`src/rtl/i2c_pkg.sv`:
```
// Shared definitions for the I2C target: FSM states, address defaults and the
// R/W bit position within the address byte.
package i2c_pkg;

  localparam logic [6:0] DEF_ADDR     = 7'h50;
  localparam int         DEF_FILT_LEN = 3;
  localparam int         RW_BIT       = 0;

  typedef enum logic [2:0] {
    ST_IDLE     = 3'd0,
    ST_ADDR     = 3'd1,
    ST_ADDR_ACK = 3'd2,
    ST_WR_BYTE  = 3'd3,
    ST_WR_ACK   = 3'd4,
    ST_RD_BYTE  = 3'd5,
    ST_RD_ACK   = 3'd6,
    ST_WAIT     = 3'd7
  } state_e;

  function automatic logic addr_hit(input logic [7:0] addr_byte, input logic [6:0] addr);
    return addr_byte[7:1] == addr;
  endfunction

endpackage

```
`src/rtl/i2c_pin_filter.sv`:
```
// Two-flop synchronizer plus run-length glitch filter for one open-drain bus
// pin; emits one-cycle rise/fall strobes of the filtered level.
module i2c_pin_filter #(
  parameter int FILT_LEN = 3
) (
  input  logic clk_i,
  input  logic rst_ni,
  input  logic pin_i,
  output logic level_o,
  output logic rise_o,
  output logic fall_o
);

  localparam int CW = (FILT_LEN > 1) ? $clog2(FILT_LEN) : 1;

  logic          sync1_q, sync2_q, level_q, rise_q, fall_q;
  logic [CW-1:0] cnt_q;

  // Level only moves after FILT_LEN consecutive samples disagree with it
  always_ff @(posedge clk_i or negedge rst_ni) begin
    if (!rst_ni) begin
      sync1_q <= 1'b1;
      sync2_q <= 1'b1;
      level_q <= 1'b1;
      rise_q  <= 1'b0;
      fall_q  <= 1'b0;
      cnt_q   <= '0;
    end else begin
      sync1_q <= pin_i;
      sync2_q <= sync1_q;
      rise_q  <= 1'b0;
      fall_q  <= 1'b0;
      if (sync2_q == level_q) begin
        cnt_q <= '0;
      end else if (cnt_q == CW'(FILT_LEN - 1)) begin
        level_q <= sync2_q;
        cnt_q   <= '0;
        rise_q  <= sync2_q;
        fall_q  <= ~sync2_q;
      end else begin
        cnt_q <= cnt_q + CW'(1);
      end
    end
  end

  assign level_o = level_q;
  assign rise_o  = rise_q;
  assign fall_o  = fall_q;

endmodule

```
`src/rtl/i2c_target.sv`:
```
// I2C target: filtered SCL/SDA, START/STOP detection, address match, byte
// receive with wr_valid strobe and byte transmit driven by rd_req/rd_data.
module i2c_target
  import i2c_pkg::*;
#(
  parameter logic [6:0] ADDR     = DEF_ADDR,
  parameter int         FILT_LEN = DEF_FILT_LEN
) (
  input  logic       sys_clk,
  input  logic       sys_rst_n,
  input  logic       scl_i,
  input  logic       sda_i,
  output logic       sda_oe,
  output logic [7:0] wr_data,
  output logic       wr_valid,
  output logic       rd_req,
  input  logic [7:0] rd_data,
  output logic       busy
);

  logic [1:0] rst_sync_q;
  logic       rst_n_s;
  logic       scl_lvl_s, scl_rise_s, scl_fall_s;
  logic       sda_lvl_s, sda_rise_s, sda_fall_s;
  logic       start_s, stop_s;
  logic [7:0] rx_byte_s;

  state_e     state_q, state_d;
  logic [2:0] bit_cnt_q, bit_cnt_d;
  logic [7:0] sh_q, sh_d, tx_q, tx_d, wr_data_q, wr_data_d;
  logic       rw_q, rw_d, acked_q, acked_d, sda_oe_q, sda_oe_d;
  logic       wr_valid_q, wr_valid_d, rd_req_q, rd_req_d, busy_q, busy_d;

  // Assertion is immediate (SDA released at once); release waits two clocks
  always_ff @(posedge sys_clk or negedge sys_rst_n) begin
    if (!sys_rst_n) begin
      rst_sync_q <= 2'b00;
    end else begin
      rst_sync_q <= {rst_sync_q[0], 1'b1};
    end
  end
  assign rst_n_s = rst_sync_q[1];

  i2c_pin_filter #(.FILT_LEN(FILT_LEN)) u_scl_filt (
    .clk_i(sys_clk), .rst_ni(rst_n_s), .pin_i(scl_i),
    .level_o(scl_lvl_s), .rise_o(scl_rise_s), .fall_o(scl_fall_s)
  );

  i2c_pin_filter #(.FILT_LEN(FILT_LEN)) u_sda_filt (
    .clk_i(sys_clk), .rst_ni(rst_n_s), .pin_i(sda_i),
    .level_o(sda_lvl_s), .rise_o(sda_rise_s), .fall_o(sda_fall_s)
  );

  assign start_s   = sda_fall_s & scl_lvl_s;
  assign stop_s    = sda_rise_s & scl_lvl_s;
  assign rx_byte_s = {sh_q[6:0], sda_lvl_s};

  // State and output registers
  always_ff @(posedge sys_clk or negedge rst_n_s) begin
    if (!rst_n_s) begin
      state_q    <= ST_IDLE;
      bit_cnt_q  <= 3'd0;
      sh_q       <= 8'h00;
      tx_q       <= 8'h00;
      rw_q       <= 1'b0;
      acked_q    <= 1'b0;
      sda_oe_q   <= 1'b0;
      wr_data_q  <= 8'h00;
      wr_valid_q <= 1'b0;
      rd_req_q   <= 1'b0;
      busy_q     <= 1'b0;
    end else begin
      state_q    <= state_d;
      bit_cnt_q  <= bit_cnt_d;
      sh_q       <= sh_d;
      tx_q       <= tx_d;
      rw_q       <= rw_d;
      acked_q    <= acked_d;
      sda_oe_q   <= sda_oe_d;
      wr_data_q  <= wr_data_d;
      wr_valid_q <= wr_valid_d;
      rd_req_q   <= rd_req_d;
      busy_q     <= busy_d;
    end
  end

  // Next-state logic; bus conditions pre-empt any SCL edge in the same cycle
  always_comb begin
    state_d    = state_q;
    bit_cnt_d  = bit_cnt_q;
    sh_d       = sh_q;
    tx_d       = tx_q;
    rw_d       = rw_q;
    acked_d    = acked_q;
    sda_oe_d   = sda_oe_q;
    wr_data_d  = wr_data_q;
    wr_valid_d = 1'b0;
    rd_req_d   = 1'b0;
    busy_d     = busy_q;
    if (start_s) begin
      state_d   = ST_ADDR;
      bit_cnt_d = 3'd0;
      sh_d      = 8'h00;
      sda_oe_d  = 1'b0;
    end else if (stop_s) begin
      state_d   = ST_IDLE;
      bit_cnt_d = 3'd0;
      sda_oe_d  = 1'b0;
      busy_d    = 1'b0;
    end else begin
      case (state_q)
        ST_ADDR, ST_WR_BYTE: begin
          if (scl_rise_s) begin
            sh_d      = rx_byte_s;
            bit_cnt_d = bit_cnt_q + 3'd1;
            if (bit_cnt_q != 3'd7) begin
              state_d = state_q;
            end else if (state_q == ST_WR_BYTE) begin
              state_d = ST_WR_ACK;
            end else if (addr_hit(rx_byte_s, ADDR)) begin
              state_d = ST_ADDR_ACK;
              busy_d  = 1'b1;
              rw_d    = rx_byte_s[RW_BIT];
            end else begin
              state_d = ST_WAIT;
            end
          end else begin
            state_d = state_q;
          end
        end
        // sda_oe_q doubles as the phase flag: low before the ACK bit, high during it
        ST_ADDR_ACK, ST_WR_ACK: begin
          if (scl_fall_s && !sda_oe_q) begin
            sda_oe_d = 1'b1;
            if (state_q == ST_WR_ACK) begin
              wr_valid_d = 1'b1;
              wr_data_d  = sh_q;
            end else begin
              wr_valid_d = 1'b0;
            end
          end else if (scl_fall_s) begin
            bit_cnt_d = 3'd0;
            if (state_q == ST_ADDR_ACK && rw_q) begin
              tx_d     = rd_data;
              sda_oe_d = ~rd_data[7];
              state_d  = ST_RD_BYTE;
            end else begin
              sda_oe_d = 1'b0;
              state_d  = ST_WR_BYTE;
            end
          end else if (scl_rise_s) begin
            rd_req_d = (state_q == ST_ADDR_ACK) && rw_q && sda_oe_q;
          end else begin
            rd_req_d = 1'b0;
          end
        end
        ST_RD_BYTE: begin
          if (scl_fall_s && bit_cnt_q == 3'd7) begin
            sda_oe_d  = 1'b0;
            bit_cnt_d = 3'd0;
            acked_d   = 1'b0;
            state_d   = ST_RD_ACK;
          end else if (scl_fall_s) begin
            bit_cnt_d = bit_cnt_q + 3'd1;
            tx_d      = {tx_q[6:0], 1'b0};
            sda_oe_d  = ~tx_q[6];
          end else begin
            tx_d = tx_q;
          end
        end
        ST_RD_ACK: begin
          if (scl_rise_s && !sda_lvl_s) begin
            rd_req_d = 1'b1;
            acked_d  = 1'b1;
          end else if (scl_rise_s) begin
            state_d  = ST_WAIT;
            sda_oe_d = 1'b0;
          end else if (scl_fall_s && acked_q) begin
            tx_d      = rd_data;
            sda_oe_d  = ~rd_data[7];
            bit_cnt_d = 3'd0;
            state_d   = ST_RD_BYTE;
          end else begin
            acked_d = acked_q;
          end
        end
        default: begin
          state_d = state_q;
        end
      endcase
    end
  end

  assign sda_oe   = sda_oe_q;
  assign wr_data  = wr_data_q;
  assign wr_valid = wr_valid_q;
  assign rd_req   = rd_req_q;
  assign busy     = busy_q;

endmodule

```
`config.mk`:
```
export PLATFORM = sky130hd
export DESIGN_NAME = i2c_target
export DESIGN_NICKNAME = d
export VERILOG_FILES = /design/src/rtl/i2c_pkg.sv /design/src/rtl/i2c_pin_filter.sv /design/src/rtl/i2c_target.sv
export SDC_FILE = /design/constraint.sdc
export NUM_CORES = 1
export LEC_CHECK = 0
export BUFFER_PORTS_ARGS = -buffer_cell sky130_fd_sc_hd__buf_2
export CAP_MARGIN = 5
export CORE_AREA = 2 2 87 72
export CTS_CLUSTER_DIAMETER = 80
export CTS_CLUSTER_SIZE = 16
export DETAILED_ROUTE_END_ITERATION = 10
export DIE_AREA = 0 0 89 74
export PLACE_DENSITY = 0.65
export SLEW_MARGIN = 20
export SYNTH_ARGS = -nofsm -noshare
export SYNTH_HDL_FRONTEND = slang
export SYNTH_HIERARCHICAL = 1
export SYNTH_SLANG_ARGS = --single-unit
```
`constraint.sdc`:
```
create_clock -name sys_clk -period 1.4 [get_ports sys_clk]
set_input_delay 0.21 -clock sys_clk [delete_from_list [all_inputs] [get_ports sys_clk]]
set_output_delay 0.21 -clock sys_clk [all_outputs]
set_load 0.1 [all_outputs]
```
# Yosys cells after proc, flatten, opt, wreduce, memory -nomap -nowiden
# Cells that the tools add are included.
# op_classes
add_sub_neg,3
n_reduce_logical,30
eq_ne,37
mux,82
n_bitwise,12
# ops
cell,count
$mux 3,23
$mux 7,8
$mux 1,37
$mux 8,4
$ne 4x4->1 const B,6
$pmux 3 s4,2
$ne 2x2->1 const B,11
$pmux 7 s3,1
$reduce_and 8->1,2
$ne 5x4->1 const B,3
$reduce_and 5->1,3
$eq 3x3->1 const B,4
$reduce_bool 2->1,6
$reduce_and 11->1,1
$not 1->1,10
$mux 2,4
$ne 4x3->1 const B,2
$eq 7x7->1 const B,1
$reduce_and 7->1,1
$eq 3x2->1 const B,2
$logic_and 1x1->1,6
$reduce_and 6->1,1
$reduce_bool 6->1,1
$reduce_bool 5->1,1
other kinds (15),24
# word_totals
register_bits,51
output_inout_bits,12
input_bits,12

# Logic depth before layout (Yosys ltp)
# Gate-level depths: netlist of run 1.
# logic_depth
depth_word,9
ltp_mapped,7
mapped_depth_nobuf,6

# Hierarchy
# The synthesis of run 1 kept the hierarchy.
# modules_own_cells
module,seq_area_each_um2,n_inst,area_per_inst_um2,cells_each
i2c_target,925.9,1,2009.4,194
i2c_pin_filter,178.9,2,244.0,14

# Worst setup path before layout of run 1
# No wires, ideal clock.
# synth_path
kind,register to register
from,"register sda_oe_q, in the netlist sda_oe"
to,register tx_q[1]
setup_time_ns,0.125
synth_period_minus_slack_ns,2.286
setup_slack_ns,-0.886
stages_incl_launch_ff,6
arrival_time_ns,2.161
required_ns,1.275
path_cell_list,dfrtp_1 > nand2b_1 > o21ai_0 > o22a_1 > nor4_4 > mux2_2
# synth_via
elab_chain_len,4
# synth_lines
element,line,source
from (decl),i2c_target.sv:31,"logic rw_q, rw_d, acked_q, acked_d, sda_oe_q, sda_oe_d;"
from (signal assigned),i2c_target.sv:79,sda_oe_q <= sda_oe_d;
$logic_not 1->1,i2c_target.sv:133,if (scl_fall_s && !sda_oe_q) begin
$logic_and 1x1->1,i2c_target.sv:133,
$ne 2x2->1 (no source line),--,
$reduce_and 11->1 (no source line),--,
to (signal assigned),i2c_target.sv:76,tx_q <= tx_d;
to (decl),i2c_target.sv:30,"logic [7:0] sh_q, sh_d, tx_q, tx_d, wr_data_q, wr_data_d;"
# Every way passes these cells.
# A chain may end at the register's enable or synchronous reset.

# Final worst setup path of run 1
# layout_path
from,register state_q[0]
to,register tx_q[3]
# layout_via
elab_chain_len,4
# layout_lines
element,line,source
from (decl),i2c_target.sv:28,"state_e state_q, state_d;"
from (signal assigned),i2c_target.sv:73,state_q <= state_d;
$eq 3x3->1 / $eq 3x2->1 (equally long branches),"i2c_target.sv:111, i2c_target.sv:143",
$reduce_or 2->1 / $logic_and 1x1->1 (equally long branches),"i2c_target.sv:111, i2c_target.sv:143",
"$ne 2x1->1 (no source line), or another cell as far along",--,
$reduce_and 11->1 (no source line),--,
# Several ways; a longest one is shown, not always the timed one.

==> run metrics, run 1 <==
DP HPWL 3924 um; final period utilization 128.6%; grt ovf 0; maximum number of pins on one net before global-route repair 39; pwr/cell area 1952 nW/um2; root buffer cell sky130_fd_sc_hd__clkbuf_8; number of input and output port buffers inserted 23; top-area cell type share of the netlist area 45.09%; post-synth cell types 50; routed vias/inst 5.153; sequential-to-total area share from yosys stat 51.40%; worst reg2reg startpoint state_q[0]; flop and latch count out of synthesis 51; count of boundary I/O pins 24; total vias in the final route ~2100; CP top delay family flip-flops; cell type with the highest aggregate area in the netlist sky130_fd_sc_hd__dfrtp_1; total power after layout slightly above 7000 uW; top routing layer used met4; CP cell instances nand2b_2 -> o22a_1 -> nor4_4 -> buf_6 -> mux2_4; synthesis warning total 6; number of antenna violations at the first check in global routing 0; amount of wire on met2 after detailed routing around 2900 um; number of hold violations in the final report 0; first-pass GRT wire length 9494 um; number of iterations in the first detailed-routing pass 4; Area contributors post-synth sky130_fd_sc_hd__dfrtp_1, sky130_fd_sc_hd__mux2_2, sky130_fd_sc_hd__dfstp_2; remaining routing DRC violations 0; Syn Inst Count 222; Leak Pwr 0.001832 uW; largest stage delay on the critical path 0.49 ns; floorplan die height between 70 and 80 um; average wire per standard cell roughly 15 um; DR WL met3 248 um; Worst Path Required 1.60 ns; upper clock frequency limit ~560 MHz; Clock Skew approximately 0.0042 ns; final-stage net count 331; crit path setup slack, layout -0.4004 ns; final worst path period need 1.800 ns; Iteration-0 DRC Markers between 100 and 150; launching element type of the critical path register; largest buffer count on any clock path 2; CTS tree done; Top FF cell, synth sky130_fd_sc_hd__dfrtp_1; clock-pin transition on the worst setup and hold timing paths 0.09 ns; GPL Wtd Cong between 0.8 and 0.9; clock buffer count from CTS 5; slowest cell on the critical path sky130_fd_sc_hd__dfrtp_2; number of flops mapped to enable cells by yosys 0; die area 6586 um2; Antenna Diode Count 0; fin. max-slew vios 0; startpoint-to-endpoint class of the critical path register to register; std cell rows 25; Initial Utilization 43.39%; Clock Sink Count 51; routed length on met1 2721 um; classification of the worst-slack hold path register to async pin; H-tree levels 2; area of the core 5756 um2; wirelength, routed a little under 6000 um; Post-Route Utilization around 65%; max-cap check violation count 0; net count after synthesis 236; Critical path origin state_q[0]; Data arrival, critical path about 2.0 ns; worst vdd ir 924.4 uV; final setup violating endpoints 34; failing checks negative setup slack; die boundary width 89 um; aggregate global-route resource usage 19.21%; Skew-Pair Late Insertion Delay around 0.31 ns; Async S/R FF share, synth 100.0%; Critical Path End Type register; via count of the first global-routing pass between 1500 and 2000; fraction of final layout cells with drive strength greater than 1 56.29%; combined area of all synthesized cells 2497 um2; outcome finished, violations left; synthesized area per cell 11.25 um2; synthesis-to-finish area growth 49.05%; Buf/Inv on CP 1; unrepaired setup endpoints after global routing yes; Final ANT Viol Nets 0; Max FO, Critical Path 8
-- Yosys cell counts, types with 2 or more instances --
| master | number |
|---|---|
| sky130_fd_sc_hd__nand2b_4 | 3 |
| sky130_fd_sc_hd__o21ai_0 | 7 |
| sky130_fd_sc_hd__a21oi_1 | 3 |
| sky130_fd_sc_hd__inv_1 | 8 |
| sky130_fd_sc_hd__o211ai_1 | 2 |
| sky130_fd_sc_hd__o22a_1 | 2 |
| sky130_fd_sc_hd__nand3b_1 | 2 |
| sky130_fd_sc_hd__ha_1 | 2 |
| sky130_fd_sc_hd__dfstp_2 | 6 |
| sky130_fd_sc_hd__nor2b_1 | 3 |
| sky130_fd_sc_hd__o21a_1 | 2 |
| sky130_fd_sc_hd__mux2_4 | 2 |
| sky130_fd_sc_hd__nand3_1 | 5 |
| sky130_fd_sc_hd__nand2_1 | 20 |
| sky130_fd_sc_hd__xnor2_1 | 2 |
| sky130_fd_sc_hd__nor3b_1 | 8 |
| sky130_fd_sc_hd__buf_2 | 7 |
| sky130_fd_sc_hd__a22oi_1 | 2 |
| sky130_fd_sc_hd__mux2i_1 | 12 |
| sky130_fd_sc_hd__mux2_2 | 20 |
| sky130_fd_sc_hd__o31ai_1 | 2 |
| sky130_fd_sc_hd__nand2b_1 | 4 |
| sky130_fd_sc_hd__nand4_1 | 2 |
| sky130_fd_sc_hd__o311a_1 | 2 |
| sky130_fd_sc_hd__nor4b_1 | 2 |
| sky130_fd_sc_hd__and2_1 | 2 |
| sky130_fd_sc_hd__nor3_1 | 4 |
| sky130_fd_sc_hd__o22ai_1 | 2 |
| sky130_fd_sc_hd__nor2_1 | 19 |
| sky130_fd_sc_hd__dfrtp_1 | 45 |
-- area by class of cell --
type	instances	area, um2
inverters	9	43.79
well taps	81	101.3
multi-input cells	153	1383
fillers	460	2033
repair buffers	97	792.0
clock buffers	6	72.57
clock inverters	2	38.79
flip-flops and latches	51	1291
-- cells by family after synthesis --
| kind of cell | share of synthesized area [%] |
|---|---|
| compound gates | 10.42 |
| buf+inv | 3.356 |
| mux | 15.03 |
| fa+ha+maj | 1.002 |
| flops | 51.40 |
| simple gates | 17.94 |
| xor+xnor | 0.7015 |
| other cells | 0.1502 |
-- worst reg2reg max path, cell delays in order (launching register included) --
cell                       delay [ns]
sky130_fd_sc_hd__dfrtp_2         0.49
sky130_fd_sc_hd__nand2b_2        0.25
sky130_fd_sc_hd__o22a_1          0.24
sky130_fd_sc_hd__nor4_4          0.22
sky130_fd_sc_hd__buf_6           0.18
sky130_fd_sc_hd__mux2_4          0.31
-- metal layers --
layer / vias to the layer above / global-route usage [%]
met5: - / 0
met4: 0 / 4.975
met3: 5 / 4.107
met2: 48 / 30.35
met1: 1013 / 27.31
li1: 990 / -
-- what timing repair did --
action,in CTS,in global routing
endpoints found under the setup margin,34,34
endpoints found under the hold margin,4,0
resized for setup,52,16
buffers inserted,11,4
hold buffers,3,0
pin swaps,20,10
cloned,1,0
-- flip-flops by register name, summed over array words and instances (netlist names), 2 cells and up --
register	count
tx_q	7
bit_cnt_q	3
rst_sync_q	2
u_sda_filt/cnt_q	2
u_scl_filt/cnt_q	2
state_q	3
wr_data	8
sh_q	8
-- stage by stage --
step	area [um2]	hold WS, ns	worst slack, ns	instances	TNS [ns]
finish	3722	0.1388	-0.4004	399	-7.662
global route	3722	0.1498	-0.4517	399	-9.849
CTS	3628	0.1374	-0.3832	397	-8.145
detailed placement	3171	-0.004505	-0.5332	374	-9.909
global placement	3171	-0.004995	-0.4952	374	-9.150
floorplan	2577	-0.08559	-0.5880	222	-8.386
-- power by group --
part / leakage [uW] / internal, uW / total (uW) / switching, uW
registers: 0.000646 / 1840 / 2120 / 278
clock network: 0.0000558 / 541 / 1040 / 504
logic: 0.00113 / 2240 / 4110 / 1860
total: 0.00183 / 4620 / 7270 / 2640
-- cells in the final DEF, fill, tap and decap left out, types with 3 or more instances in the layout --
cell / n
sky130_fd_sc_hd__nor2_1: 18
sky130_fd_sc_hd__buf_4: 55
sky130_fd_sc_hd__buf_2: 22
sky130_fd_sc_hd__a21oi_2: 3
sky130_fd_sc_hd__dfrtp_2: 6
sky130_fd_sc_hd__mux2_2: 13
sky130_fd_sc_hd__clkbuf_8: 5
sky130_fd_sc_hd__dfstp_2: 6
sky130_fd_sc_hd__nor3b_1: 6
sky130_fd_sc_hd__inv_1: 7
sky130_fd_sc_hd__mux2i_1: 12
sky130_fd_sc_hd__nand2b_4: 4
sky130_fd_sc_hd__nand2_2: 3
sky130_fd_sc_hd__buf_6: 11
sky130_fd_sc_hd__mux2_4: 9
sky130_fd_sc_hd__nand2_1: 16
sky130_fd_sc_hd__dfrtp_1: 39
sky130_fd_sc_hd__buf_12: 5
sky130_fd_sc_hd__o21ai_0: 5
sky130_fd_sc_hd__dlygate4sd3_1: 3
-- path summary, 6_finish.rpt --
| check | to | slack [ns] | depth (start not counted) |
|---|---|---|---|
| worst min-delay path | wr_data[3] | 0.14 | 0 |
| max in group asynchronous | u_scl_filt/level_o | 0.72 | 1 |
| worst max-delay path | tx_q[3] | -0.40 | 5 |
| worst max register to register | tx_q[3] | -0.40 | 5 |
| min in group sys_clk | tx_q[0] | 0.14 | 3 |
| worst min register to register | wr_data[3] | 0.14 | 0 |
Power figures use the tool's default switching activity.
==> run 2, diff against run 1 <==
- PLACE_DENSITY: 0.65 -> not set
- PLACE_DENSITY_LB_ADDON: not set -> 0.3
- SETUP_SLACK_MARGIN: not set -> 0.3
==> run metrics, run 2 (synthesized netlist as in run 1, its figures left out) <==
synthesis-to-finish area growth 59.42%; Antenna Diode Count 0; Skew-Pair Late Insertion Delay about 0.30 ns; wirelength, routed 6232 um; met3 global-route usage 3.774%; first-pass GRT wire length between 9000 and 10000 um; Clock Sink Count 51; Worst Path Required 1.59 ns; startpoint-to-endpoint class of the critical path register to register; Storage cell area ~1300 um2; fin. max-slew vios 0; number of antenna violations at the first check in global routing 0; worst vdd ir 998.9 uV; worst reg2reg startpoint state_q[0]; Clock Skew between 0.006 and 0.007 ns; unrepaired setup endpoints after global routing yes; GPL Wtd Cong 0.9079; instance count on the critical path 5; clock buffer count from CTS 5; outcome finished, violations left; crit path setup slack, layout -0.3889 ns; total vias in the final route 2070; upper clock frequency limit around 560 MHz; DP HPWL 3819 um; slowest cell on the critical path sky130_fd_sc_hd__dfrtp_2; final setup violating endpoints 26; floorplan die height 74 um; die boundary width 89 um; post-place setup slack -0.5017 ns; Max FO, Critical Path 7; launching element type of the critical path register; std cell rows 25; maximum number of pins on one net before global-route repair 42; number of input and output port buffers inserted 23; largest stage delay on the critical path around 0.47 ns; clock-pin transition on the worst setup and hold timing paths ~0.10 ns; root buffer cell sky130_fd_sc_hd__clkbuf_8; grt ovf 0; Final ANT Viol Nets 0; pwr/cell area ~1900 nW/um2; fraction of final layout cells with drive strength greater than 1 61.68%; max-cap check violation count 0; via count of the first global-routing pass 2090; reg2reg setup slack -0.39 ns; classification of the worst-slack hold path register to async pin; aggregate global-route resource usage roughly a fifth; final period utilization 127.8%; Buf/Inv on CP 1; Critical Path End tx_q[2]; number of iterations in the first detailed-routing pass 4; remaining routing DRC violations 0; commonest cells after routing, fill and taps aside sky130_fd_sc_hd__buf_4, sky130_fd_sc_hd__dfrtp_1, sky130_fd_sc_hd__buf_6, sky130_fd_sc_hd__nor2_1; Worst Reg-to-Reg Cells 5; CP top delay family flip-flops; Critical Path End Type register; R2R Path End tx_q[2]; Iteration-0 DRC Markers 95; Fillers 438; count of boundary I/O pins 24; post-detailed-placement cell area roughly 3200 um2; Data arrival, critical path 1.98 ns; largest buffer count on any clock path 2; final worst path period need 1.789 ns; Initial Utilization 43.39%; most frequent standard cell in the layout excluding fill and tap cells sky130_fd_sc_hd__buf_4; routed vias/inst between 5 and 6; average wire per standard cell 15.50 um; multi-input logic area 1444 um2; Critical path origin state_q[0]; GRT busiest layer met2; Leak Pwr 0.001865 uW; number of hold violations in the final report 0; CTS tree done; routing usage on met1 26.80%; worst hold slack 0.1189 ns; CP cell instances nand2b_1 -> o22a_1 -> nor4_4 -> buf_6 -> mux2_4; die area 6586 um2; H-tree levels 2; GRT met2 Usage 33.08%; area of the core around 5800 um2; failing checks negative setup slack; post-route standard cell area excluding fillers ~4000 um2; final-stage net count 334
-- run 2: worst min path at each step --
| stage | from | to | slack (ns) | cells past startpoint |
|---|---|---|---|---|
| detailed placement | sys_rst_n | rst_sync_q[0] | -0.004 | 1 |
| finish | rst_sync_q[1] | u_sda_filt/cnt_q[0] | 0.12 | 0 |
| global route | rst_sync_q[1] | u_sda_filt/cnt_q[0] | 0.15 | 0 |
| floorplan | sys_rst_n | rst_sync_q[0] | -0.09 | 0 |
| CTS | rst_sync_q[1] | u_sda_filt/cnt_q[0] | 0.12 | 0 |
| global placement | sys_rst_n | rst_sync_q[0] | -0.005 | 1 |
-- run 2: worst register-to-register path: stages, from the launching register on --
cell and delay [ns]:
sky130_fd_sc_hd__dfrtp_2 0.47, sky130_fd_sc_hd__nand2b_1 0.24, sky130_fd_sc_hd__o22a_1 0.27, sky130_fd_sc_hd__nor4_4 0.23, sky130_fd_sc_hd__buf_6 0.18, sky130_fd_sc_hd__mux2_4 0.30
-- run 2: power by group --
part           total (uW)  switching, uW  internal (uW)
logic                4220           1850           2370
clock network        1040            502            541
registers            2190            347           1840
-- run 2: repair_timing --
item,CTS,global route
hold endpoints to repair,4,0
setup endpoints to repair,47,50
hold buffers,3,0
gates cloned,0,0
setup buffers,14,6
pin swaps,17,9
resized for setup,107,26
-- run 2: final cells by class --
class / instances / area share [%]
timing repair buffer: 100 / 24.61
clock inverter: 2 / 0.9742
inverter: 9 / 1.037
sequential: 51 / 32.75
clock buffer: 6 / 1.823
tap: 81 / 2.546
multi-input combinational: 153 / 36.27
-- run 2: routing by layer --
layer	wire length, um	vias up
met5	0	-
met4	63	0
met3	239	6
met2	3151	49
met1	2777	1024
li1	-	991
-- run 2: per-stage QoR --
| stage | TNS [ns] | total power, uW | instances | util (%) |
|---|---|---|---|---|
| final | -7.068 | 7453 | 402 | 69.17 |
| after global routing | -8.597 | 7866 | 402 | 69.17 |
| after CTS | -6.618 | 7040 | 396 | 66.30 |
| after detailed placement | -8.951 | 5093 | 371 | 54.80 |
| after global placement | -8.399 | 5025 | 371 | 54.80 |
| after floorplan | -8.448 | 4063 | 222 | - |
==> run 3, diff against run 2 <==
- ABC_AREA: not set -> 1
- CORE_AREA: 2 2 87 72 -> 2 2 88 73
- DIE_AREA: 0 0 89 74 -> 0 0 90 75
==> run metrics, run 3 <==
Worst Path Required 1.63 ns; Async S/R FF share, synth 100.0%; failing checks negative setup slack; pwr/cell area 1908 nW/um2; Setup TNS -2.881 ns; CP cell instances nand2_4 -> buf_6 -> nand2_1 -> nand3b_1 -> nand2_2 -> nor2_4 -> nand2_4 -> nand2_2 -> nand2_2; power dissipated by switching net loads 3470 uW; routed vias/inst 5.021; crit path setup slack, layout -0.2304 ns; std cell rows 25; total vias in the final route 2425; Max FO, Critical Path 4; final period utilization 116.5%; net count after synthesis 340; slowest cell on the critical path sky130_fd_sc_hd__dfstp_2; first-pass GRT wire length 10400 um; Clock Skew 0.01182 ns; Skew-Pair Late Insertion Delay 0.32 ns; average wire per standard cell approximately 14 um; post-synth cell types 29; post-place setup slack -0.1843 ns; most frequently used cell type in the post-synthesis netlist sky130_fd_sc_hd__nand2_1; GPL Wtd Cong 0.9534; fraction of synthesized cell area in xor and xnor cells 0%; launching element type of the critical path register; upper clock frequency limit 613.3 MHz; adder-cell share of the synthesized area 0.9732%; max-cap check violation count 0; flop and latch count out of synthesis 51; cell internal pwr 4058 uW; outcome finished, violations left; wirelength, routed 6675 um; clock network power share 11.6%; die area between 6000 and 7000 um2; remaining routing DRC violations 0; CTS tree done; count of boundary I/O pins 24; Buf/Inv on CP 1; via count of the first global-routing pass 2267; number of hold violations in the final report 0; root buffer cell sky130_fd_sc_hd__clkbuf_8; largest buffer count on any clock path 2; DP HPWL 3898 um; cell type with the highest aggregate area in the netlist sky130_fd_sc_hd__dfrtp_1; sequential group share of total power 28.5%; number of iterations in the first detailed-routing pass 4; Iteration-0 DRC Markers 196; clock-pin transition on the worst setup and hold timing paths around 0.1 ns; area fraction in compound gates after synthesis 7.932%; grt ovf 0; most frequent standard cell in the layout excluding fill and tap cells sky130_fd_sc_hd__nand2_1; Post-Route Utilization 67.81%; aggregate global-route resource usage around 19%; top-area cell type share of the netlist area between 40% and 50%; largest stage delay on the critical path around 0.6 ns; cell with the most instances on the worst path sky130_fd_sc_hd__nand2_2; Switching Fraction 46.09%; maximum number of pins on one net before global-route repair 31; area of the core 5818 um2; synthesized area per cell 7.887 um2; number of input and output port buffers inserted 23; H-tree levels 2; fin. max-slew vios 0; Final ANT Viol Nets 0; sequential-to-total area share from yosys stat about half; simple-gate share of the synthesized area 33.63%; Syn Inst Count 326; number of antenna violations at the first check in global routing 0; combined area of all synthesized cells about 2600 um2; Critical Path End Type register; Leak Pwr 0.001946 uW; mux contribution to synthesized area 0%; most frequent cells after synthesis sky130_fd_sc_hd__nand2_1, sky130_fd_sc_hd__dfrtp_1, sky130_fd_sc_hd__inv_1; commonest cells after routing, fill and taps aside sky130_fd_sc_hd__nand2_1, sky130_fd_sc_hd__buf_4, sky130_fd_sc_hd__dfrtp_1, sky130_fd_sc_hd__inv_1, sky130_fd_sc_hd__nand2_2; Antenna Diode Count 0; final-stage net count 415; final setup violating endpoints 25; final worst path period need 1.630 ns; synthesis warning total 6; CP top delay family simple AND/OR/NAND/NOR gates; startpoint-to-endpoint class of the critical path register to register; clock buffer count from CTS 5; classification of the worst-slack hold path input port to register; unrepaired setup endpoints after global routing yes; synthesis-to-finish area growth 53.43%; Area contributors post-synth sky130_fd_sc_hd__dfrtp_1, sky130_fd_sc_hd__nand2_1, sky130_fd_sc_hd__dfstp_2; Clock Sink Count 51; number of flops mapped to enable cells by yosys 0; worst vdd ir between 900 and 1000 uV; largest family of logic cells by synthesized area simple AND/OR/NAND/NOR gates; Data arrival, critical path about 1.9 ns; share of total power in combinational logic around three fifths; die boundary width 90 um; Initial Utilization 44.19%; floorplan die height 75 um; Top FF cell, synth sky130_fd_sc_hd__dfrtp_1; fraction of final layout cells with drive strength greater than 1 between 50% and 60%
-- run 3: worst paths after layout --
check                              startpoint            endpoint  slack [ns]  depth (start not counted)
setup / recovery           u_scl_filt/level_o          state_q[1]       -0.23                          9
hold / removal                     rd_data[0]             tx_q[0]        0.14                          3
setup reg to reg           u_scl_filt/level_o          state_q[1]       -0.23                          9
hold reg to reg                 rst_sync_q[1]             tx_q[3]        0.23                          1
max in group asynchronous       rst_sync_q[1]  u_sda_filt/level_o        0.79                          1
min in group asynchronous           sys_rst_n       rst_sync_q[1]        0.19                          2
-- run 3: layer usage --
metal  wire, um  track usage [%]
met5          0                0
met4        140            6.154
met3        259            4.404
met2       3350            34.09
met1       2925            24.41
-- run 3: area by class of cell --
class / count / area, um2
sequential: 51 / 1304
fill: 450 / 1873
timing repair buffer: 76 / 755.7
clock inverter: 3 / 18.77
clock buffer: 5 / 68.82
multi-input combinational: 232 / 1548
tap: 81 / 101.3
inverter: 35 / 148.9
-- run 3: repair_timing --
action | in CTS | in global routing
pin swaps | 22 | 23
hold endpoints to repair | 4 | 0
setup buffers | 10 | 8
hold buffers | 3 | 0
endpoints found under the setup margin | 47 | 49
resized for setup | 97 | 69
-- run 3: power by group through the flow --
stage / clock [uW] / sequential (uW) / combinational, uW
after floorplan: 0 / 2090 / 2200
after global placement: 0 / 2070 / 2930
after detailed placement: 0 / 2080 / 2990
after CTS: 897 / 2080 / 3670
after global routing: 951 / 2190 / 4890
final: 876 / 2150 / 4500
-- run 3: cell families after synthesis --
logic type | Yosys count
simple gates | 190
flops | 51
buf+inv | 43
compound gates | 39
fa+ha+maj | 2
other cells | 1
-- run 3: worst min-delay path: stages --
cell	delay, ns
sky130_fd_sc_hd__buf_2	0.09
sky130_fd_sc_hd__nand2_1	0.07
sky130_fd_sc_hd__o21ai_2	0.05
-- run 3: per-stage QoR --
step	hold slack, ns	instances	area [um2]	total power, uW
floorplan	-0.08559	326	2656	4293
global placement	-0.004770	454	3072	5002
detailed placement	-0.003650	454	3072	5069
CTS	0.1358	475	3610	6651
global route	0.1533	483	3945	8025
finish	0.1406	483	3945	7528
